File: config.mk
export PLATFORM = sky130hd
export DESIGN_NAME = fifo_rd_stream
export DESIGN_NICKNAME = d
export VERILOG_FILES = /design/src/rtl/fifo_rd_pkg.sv /design/src/rtl/fifo_rd_skid.sv /design/src/rtl/fifo_rd_stream.sv
export SDC_FILE = /design/constraint.sdc
export NUM_CORES = 1
export LEC_CHECK = 0
export CORE_UTILIZATION = 35
export DETAILED_ROUTE_END_ITERATION = 6
export GPL_ROUTABILITY_DRIVEN = 0
export PLACE_DENSITY = 0.7
export SLEW_MARGIN = 20
export SYNTH_ARGS = -nofsm -noshare
export SYNTH_HDL_FRONTEND = slang
export SYNTH_SLANG_ARGS = --single-unit
File: constraint.sdc
create_clock -name rclk -period 2.3 [get_ports rclk]
set_input_delay 0.69 -clock rclk [delete_from_list [all_inputs] [get_ports rclk]]
set_output_delay 0.69 -clock rclk [all_outputs]
set_load 0.05 [all_outputs]
File: src/rtl/fifo_rd_pkg.sv
// Shared types and constants for the FIFO read-side stream engine.
package fifo_rd_pkg;

  typedef enum logic [1:0] {
    EMPTY = 2'd0,
    ONE   = 2'd1,
    TWO   = 2'd2
  } occ_t;

  localparam int STATS_W = 16;

endpackage

File: src/rtl/fifo_rd_skid.sv
// Two-entry head/tail skid buffer whose occupancy doubles as the state.
module fifo_rd_skid
  import fifo_rd_pkg::*;
#(
  parameter int DSIZE = 8
) (
  input  logic             clk,
  input  logic             rst,
  input  logic             flush,
  input  logic             push,
  input  logic             take,
  input  logic [DSIZE-1:0] din,
  output logic [DSIZE-1:0] head,
  output logic [1:0]       count
);

  occ_t             state;
  occ_t             nextState;
  logic [DSIZE-1:0] tail;
  logic [DSIZE-1:0] nextHead;
  logic [DSIZE-1:0] nextTail;

  // Occupancy, head and tail registers.
  always_ff @(posedge clk) begin
    if (rst) begin
      state <= EMPTY;
      head  <= '0;
      tail  <= '0;
    end else begin
      state <= nextState;
      head  <= nextHead;
      tail  <= nextTail;
    end
  end

  // Push lands in the first free slot; a take from TWO promotes tail to head.
  always_comb begin
    nextState = state;
    nextHead  = head;
    nextTail  = tail;
    if (flush) begin
      nextState = EMPTY;
    end else begin
      case (state)
        EMPTY: begin
          if (push) begin
            nextHead  = din;
            nextState = ONE;
          end
        end
        ONE: begin
          if (push && take) begin
            nextHead = din;
          end else if (push) begin
            nextTail  = din;
            nextState = TWO;
          end else if (take) begin
            nextState = EMPTY;
          end
        end
        TWO: begin
          if (take) begin
            nextHead  = tail;
            nextState = ONE;
          end
        end
        default: nextState = EMPTY;
      endcase
    end
  end

  assign count = state;

endmodule

File: src/rtl/fifo_rd_stream.sv
// Drains the async FIFO read port into a valid/ready stream via a skid buffer.
// Optional statistics counters are enabled with FIFO_RD_STATS_EN.
module fifo_rd_stream
  import fifo_rd_pkg::*;
#(
  parameter int DSIZE = 8
) (
  input  logic             rclk,
  input  logic             rrst,
  input  logic [DSIZE-1:0] rdata,
  input  logic             rempty,
  output logic             rinc,
  input  logic             flush,
  output logic [DSIZE-1:0] m_data,
  output logic             m_valid,
  input  logic             m_ready,
  output logic [1:0]       level
`ifdef FIFO_RD_STATS_EN
  ,
  output logic [STATS_W-1:0] pop_cnt,
  output logic [STATS_W-1:0] stall_cnt
`endif
);

  logic pop;
  logic take;

  // Pop depends only on registered occupancy, so m_ready never reaches rinc.
  assign pop     = !rrst && !flush && !rempty && (level != 2'(TWO));
  assign rinc    = pop;
  assign m_valid = (level != 2'(EMPTY));
  assign take    = m_valid && m_ready;

  fifo_rd_skid #(
    .DSIZE(DSIZE)
  ) u_skid (
    .clk  (rclk),
    .rst  (rrst),
    .flush(flush),
    .push (pop),
    .take (take),
    .din  (rdata),
    .head (m_data),
    .count(level)
  );

`ifdef FIFO_RD_STATS_EN
  // Free-running wrap-around counters; flush deliberately leaves them alone.
  always_ff @(posedge rclk) begin
    if (rrst) begin
      pop_cnt   <= '0;
      stall_cnt <= '0;
    end else begin
      if (pop) begin
        pop_cnt <= pop_cnt + STATS_W'(1);
      end
      if (m_valid && !m_ready) begin
        stall_cnt <= stall_cnt + STATS_W'(1);
      end
    end
  end
`endif

endmodule
* After elaboration in Yosys (flattened, before gate mapping)
Cells that the tools add are included.
** Word-level totals
- Word-level logic and storage cells :: 38
- Output and inout bits :: 12
- Bits of input ports :: 13
- Flip-flop bits (word level) :: 18
** Operators by class
- Bitwise gates (word level) :: 2
- Reductions and logical operators :: 15
- Mux-type cells :: 10
- Equality and inequality tests :: 8
** Operator list (number)
- 8-bit 2-to-1 mux :: 3
- 8-bit one-hot mux with 3 select lines :: 1
- 2-bit 2-to-1 mux :: 5
- 4-bit AND reduction :: 2
- 2-bit by 1-bit != test with 1-bit output (second input constant) :: 3
- 2-bit one-hot mux with 3 select lines :: 1
- 1-bit logical AND :: 5
- 5-bit AND reduction :: 1
- 2-bit != test (second input constant) :: 2
- 1-bit logical NOT :: 3
- 3-bit by 1-bit != test with 1-bit output (second input constant) :: 1
- 3-bit nonzero test :: 1
- 2-bit by 1-bit equality test with 1-bit output (second input constant) :: 1
- 2-bit equality test (second input constant) :: 1
- 2-bit logical NOT :: 1
- 1-bit inverter :: 2
- 2-bit nonzero test :: 1
- 2-bit OR reduction :: 1

* Longest topological paths before layout
- Word-level depth :: 7
- Mapped depth :: 5
- Depth with buffers taken out :: 3

* Modules after synthesis
Synthesis repeated with hierarchy kept, for this count alone.
** Second synthesis, totals
- Cell total of the unflattened synthesis :: 89
- Area total of the unflattened synthesis :: 859.6 µm²
** Modules (own cells, without submodules)
- fifo_rd_skid :: cells an instance 85, sequential area each 360.3 µm², instances 1, area each 828.3 µm²
- fifo_rd_stream :: cells an instance 4, sequential area each 0.0 µm², instances 1, area each 31.3 µm²

* Worst setup path before layout
OpenSTA, ideal clock, no wires.
- Kind :: input to output
- Start :: input port flush
- End :: output port rinc
- Setup slack :: -588 ps
- Data required time :: 1610 ps
- Arrival :: 2198 ps
- Buffers on the path :: 1
- Cell stages on the path :: 3
- Cell sequence :: or2_2 > clkbuf_1 > nor3_1
** Between the ends
- Cells in the longest elaborated chain, start to end :: 4
** Ends and longest elaborated chain
- from (decl) :: RTL line fifo_rd_stream.sv:13 : input logic flush,
- 1-bit logical NOT :: RTL line fifo_rd_stream.sv:29 : assign pop = !rrst && !flush && !rempty && (level != 2'(TWO));
- 1-bit logical AND (3 in a row) :: RTL line fifo_rd_stream.sv:29
- to (decl) :: RTL line fifo_rd_stream.sv:12 : output logic rinc,
Every way passes these cells.

* Worst setup path after layout
- Start :: input port rrst
- End :: output port rinc
** Between the ends
- Cells in the longest elaborated chain, start to end :: 4
** Ends and longest elaborated chain
- from (decl) :: RTL line fifo_rd_stream.sv:9 : input logic rrst,
- 1-bit logical NOT :: RTL line fifo_rd_stream.sv:29
- 1-bit logical AND (3 in a row) :: RTL line fifo_rd_stream.sv:29
Every way passes these cells.

==> key figures <==
Detailed routing
  • Avg WL per Cell: 12.5 um
  • DR vias: 877
  • ANT nets after route: 0
  • Routed wire length: 2.11 mm
  • DRC: 0
  • Drt first pass iters: 4
  • Initial drt markers: 15
  • Drt via density: 5.22

Finish
  • Layout cells sized above 1: 0.254
  • Antenna diodes: 0
  • Nets: 152
  • Util after Layout: 0.530
  • Synth-to-layout area growth: 42.9%
  • Filler cells: 246
  • Multi-input gate area: 515 um2
  • Register area: 360 um2

Yosys
  • Register area share after synthesis: 0.392
  • Post-synth top area share: 0.392
  • Async S/R FF share, synth: 0
  • Post-synth cell types: 24
  • Synth Net Count: ~120
  • Seq cells post-synth: 18
  • Synth top area cells: dfxtp_1 (39%), mux2i_1 (8.7%), or3b_2 (7.6%)
  • Syn Std Cell Area: 920 um2
  • Area leader, netlist: dfxtp_1
  • Synthesized area per cell: between 8 and 9 um2
  • Most common cell in the netlist: dfxtp_1
  • Yosys Warn Count: 0
  • Main flop type after synthesis: dfxtp_1
  • Post-Synthesis Cells: roughly 110
  • Top cells by count, synth: dfxtp_1 (18), a21oi_1 (11), nand2_1 (9)
  • Post-synth EDFFs: 0

Clock network
  • H-tree depth: 1
  • TritonCTS Buffers: 3
  • Clock tree from TritonCTS: yes
  • Clock buffer depth: 2
  • Later-pin clock latency in the skew report: 0.29 ns
  • Reg clk slew, reported paths: 0.10 ns
  • Hold_buf cts: 0
  • Clock sink count: 18
  • Root Buffer: clkbuf_4

GRT
  • Congestion Overflow GR: 0
  • Vias in the first global route: 773
  • First-pass GRT wire length: 3.40 mm
  • Initial antenna violation count: 0
  • Largest net degree at the start of global routing: 17
  • Gr usage total: 0.162

Power
  • Clock power frac: 0.290
  • Comb pwr share: 0.220
  • Leak Pwr: 0.515 nW
  • Int Pwr: 0.484 mW
  • Sw Share: 0.271
  • Power density cells: 506 nW/um2
  • Sw Pwr: 0.180 mW
  • Max VDD drop: 0.000314 V
  • Seq pwr share: 0.490

Worst setup path
  • Worst-path maximum fanout: 2
  • Worst setup path end: rinc
  • WS Path Type: in -> out
  • Setup crit start: rrst
  • Crit path cell chain: dlygate4sd2_1, or2_4, nor3_4, buf_12
  • Buffer and inverter count on the worst path: 2
  • Critical R2R Capture: u_skid.head[2]$_SDFFE_PP0P_
  • Crit. End Element: output port
  • WP data arrival: about 1.5 ns
  • Worst EP required: 1.61 ns
  • R2R Setup Slk: around 0.66 ns
  • Critical-path top delay cell: or2_4
  • Worst flop-to-flop path startpoint: u_skid.count[1]$_SDFFE_PP0P_
  • Delay-heaviest family, CP: simple AND/OR/NAND/NOR gates
  • Worst R2R Path Depth: 3
  • Max stage delay on crit path: 0.26 ns
  • Stages on worst setup path: 4
  • Startpoint Class: input pin

Timing
  • Slew margin rel.: 0.673
  • Fin crit period: ~2.2 ns
  • Final setup vio count: 0
  • Fin crit share: 0.960
  • Worst-margin pin slew: 0.489 ns
  • Skew final: 0.00910 ns
  • RSZ-0062 raised after global routing: false
  • Fmax: 453 MHz
  • Fin. Hold Viols: 0
  • Setup TNS: 0 ns
  • Final-report max-slew violation count: 0
  • Worst setup margin: around 0.091 ns

Die
  • Die X: around 53 um
  • I/O pin count: 25
  • Die area: 2840 um2
  • Die height: 53.3 um
  • Initial core utilization: 0.371
  • Core Footprint: 2480 um2
  • Rows: 18

Flow run
  • # Max-Cap Violations: 0

Place
  • Port bufs: 24
  • Pre-CTS WS: -0.186 ns
  • Post-DP HPWL: about 1.5 mm

Worst hold path
  • Worst hold path type: reg -> reg

Outcome
  • Status: completed
-- worst register-to-register path, stage by stage, from the launching register on --
cell and delay [ns]:
dfxtp_1 0.41, or4_1 0.53, a31o_1 0.40, mux2i_1 0.18
-- area by class of cell --
class | count | share of cell area
multi-input combinational | 77 | 0.392
sequential | 18 | 0.274
inverter | 1 | 0.00286
clock buffer | 4 | 0.0276
timing repair buffer | 38 | 0.274
tap | 30 | 0.0286
-- cell usage in the layout, fill, tap and decap left out, drive strengths merged --
master	Yosys	layout
a21oi	11	11
or3b	8	8
nor2	2	2
buf	3	18
nand2b	1	1
mux2i	8	8
nor4b	1	1
clkbuf	7	4
or4b	2	2
or4	1	1
o21a	1	1
dlymetal6s2s	0	1
nor2b	1	1
nand2	9	9
inv	1	1
clkdlybuf4s50	0	17
or2	3	3
dlygate4sd2	0	2
a31o	1	1
nor3	2	2
o21ai	8	8
o211ai	8	8
nand3	8	8
nand3b	2	2
dfxtp	18	18
-- power by group through the flow --
stage	combinational, mW	sequential, mW	clock (mW)
after floorplan	0.0526	0.359	0
after global placement	0.144	0.332	0
after detailed placement	0.146	0.333	0
after CTS	0.147	0.326	0.195
after global routing	0.156	0.327	0.212
final	0.146	0.325	0.193
-- registers in the layout, indices dropped and copies added, names as in the netlist --
name	count
u_skid.count	2
u_skid.tail	8
u_skid.head	8
-- worst min-delay path by stage --
| stage | from | end | slack, ns | cells after the start |
|---|---|---|---|---|
| after detailed placement | u_skid.head[1]$_SDFFE_PP0P_ | u_skid.head[1]$_SDFFE_PP0P_ | 0.45 | 2 |
| after CTS | u_skid.head[1]$_SDFFE_PP0P_ | u_skid.head[1]$_SDFFE_PP0P_ | 0.47 | 2 |
| after global placement | u_skid.head[1]$_SDFFE_PP0P_ | u_skid.head[1]$_SDFFE_PP0P_ | 0.45 | 2 |
| after floorplan | u_skid.tail[0]$_SDFFE_PP0P_ | u_skid.tail[0]$_SDFFE_PP0P_ | 0.45 | 2 |
| final | u_skid.head[1]$_SDFFE_PP0P_ | u_skid.head[1]$_SDFFE_PP0P_ | 0.46 | 2 |
| after global routing | u_skid.head[5]$_SDFFE_PP0P_ | u_skid.head[5]$_SDFFE_PP0P_ | 0.49 | 2 |
-- metal layers --
layer  track usage  up-vias  share of wire
li1              -      449              -
met1         0.211      398           0.45
met2         0.279       28           0.49
met3        0.0172        2          0.053
met4        0.0395        0         0.0062
met5             0        -              0
-- timing repair --
item	in CTS	in global routing
setup endpoints to repair	1	1
buffers inserted	1	0
resized for setup	3	1
pin swaps	2	1
-- kinds of logic after synthesis --
kind of cell,synth area share
and+or+nand+nor,0.272
AOI/OAI and AO/OA,0.186
DFF,0.392
buffers and inverters,0.0626
muxes,0.0871
-- stage by stage --
step	power [mW]	hold slack, ns	std cells	instance area (um2)
global route	0.694	0.487	168	1310
detailed placement	0.478	0.455	163	1270
CTS	0.668	0.469	168	1310
global placement	0.476	0.446	163	1270
finish	0.664	0.463	168	1310
floorplan	0.412	0.449	106	931
Note: power is estimated with default switching activity, not from simulation.
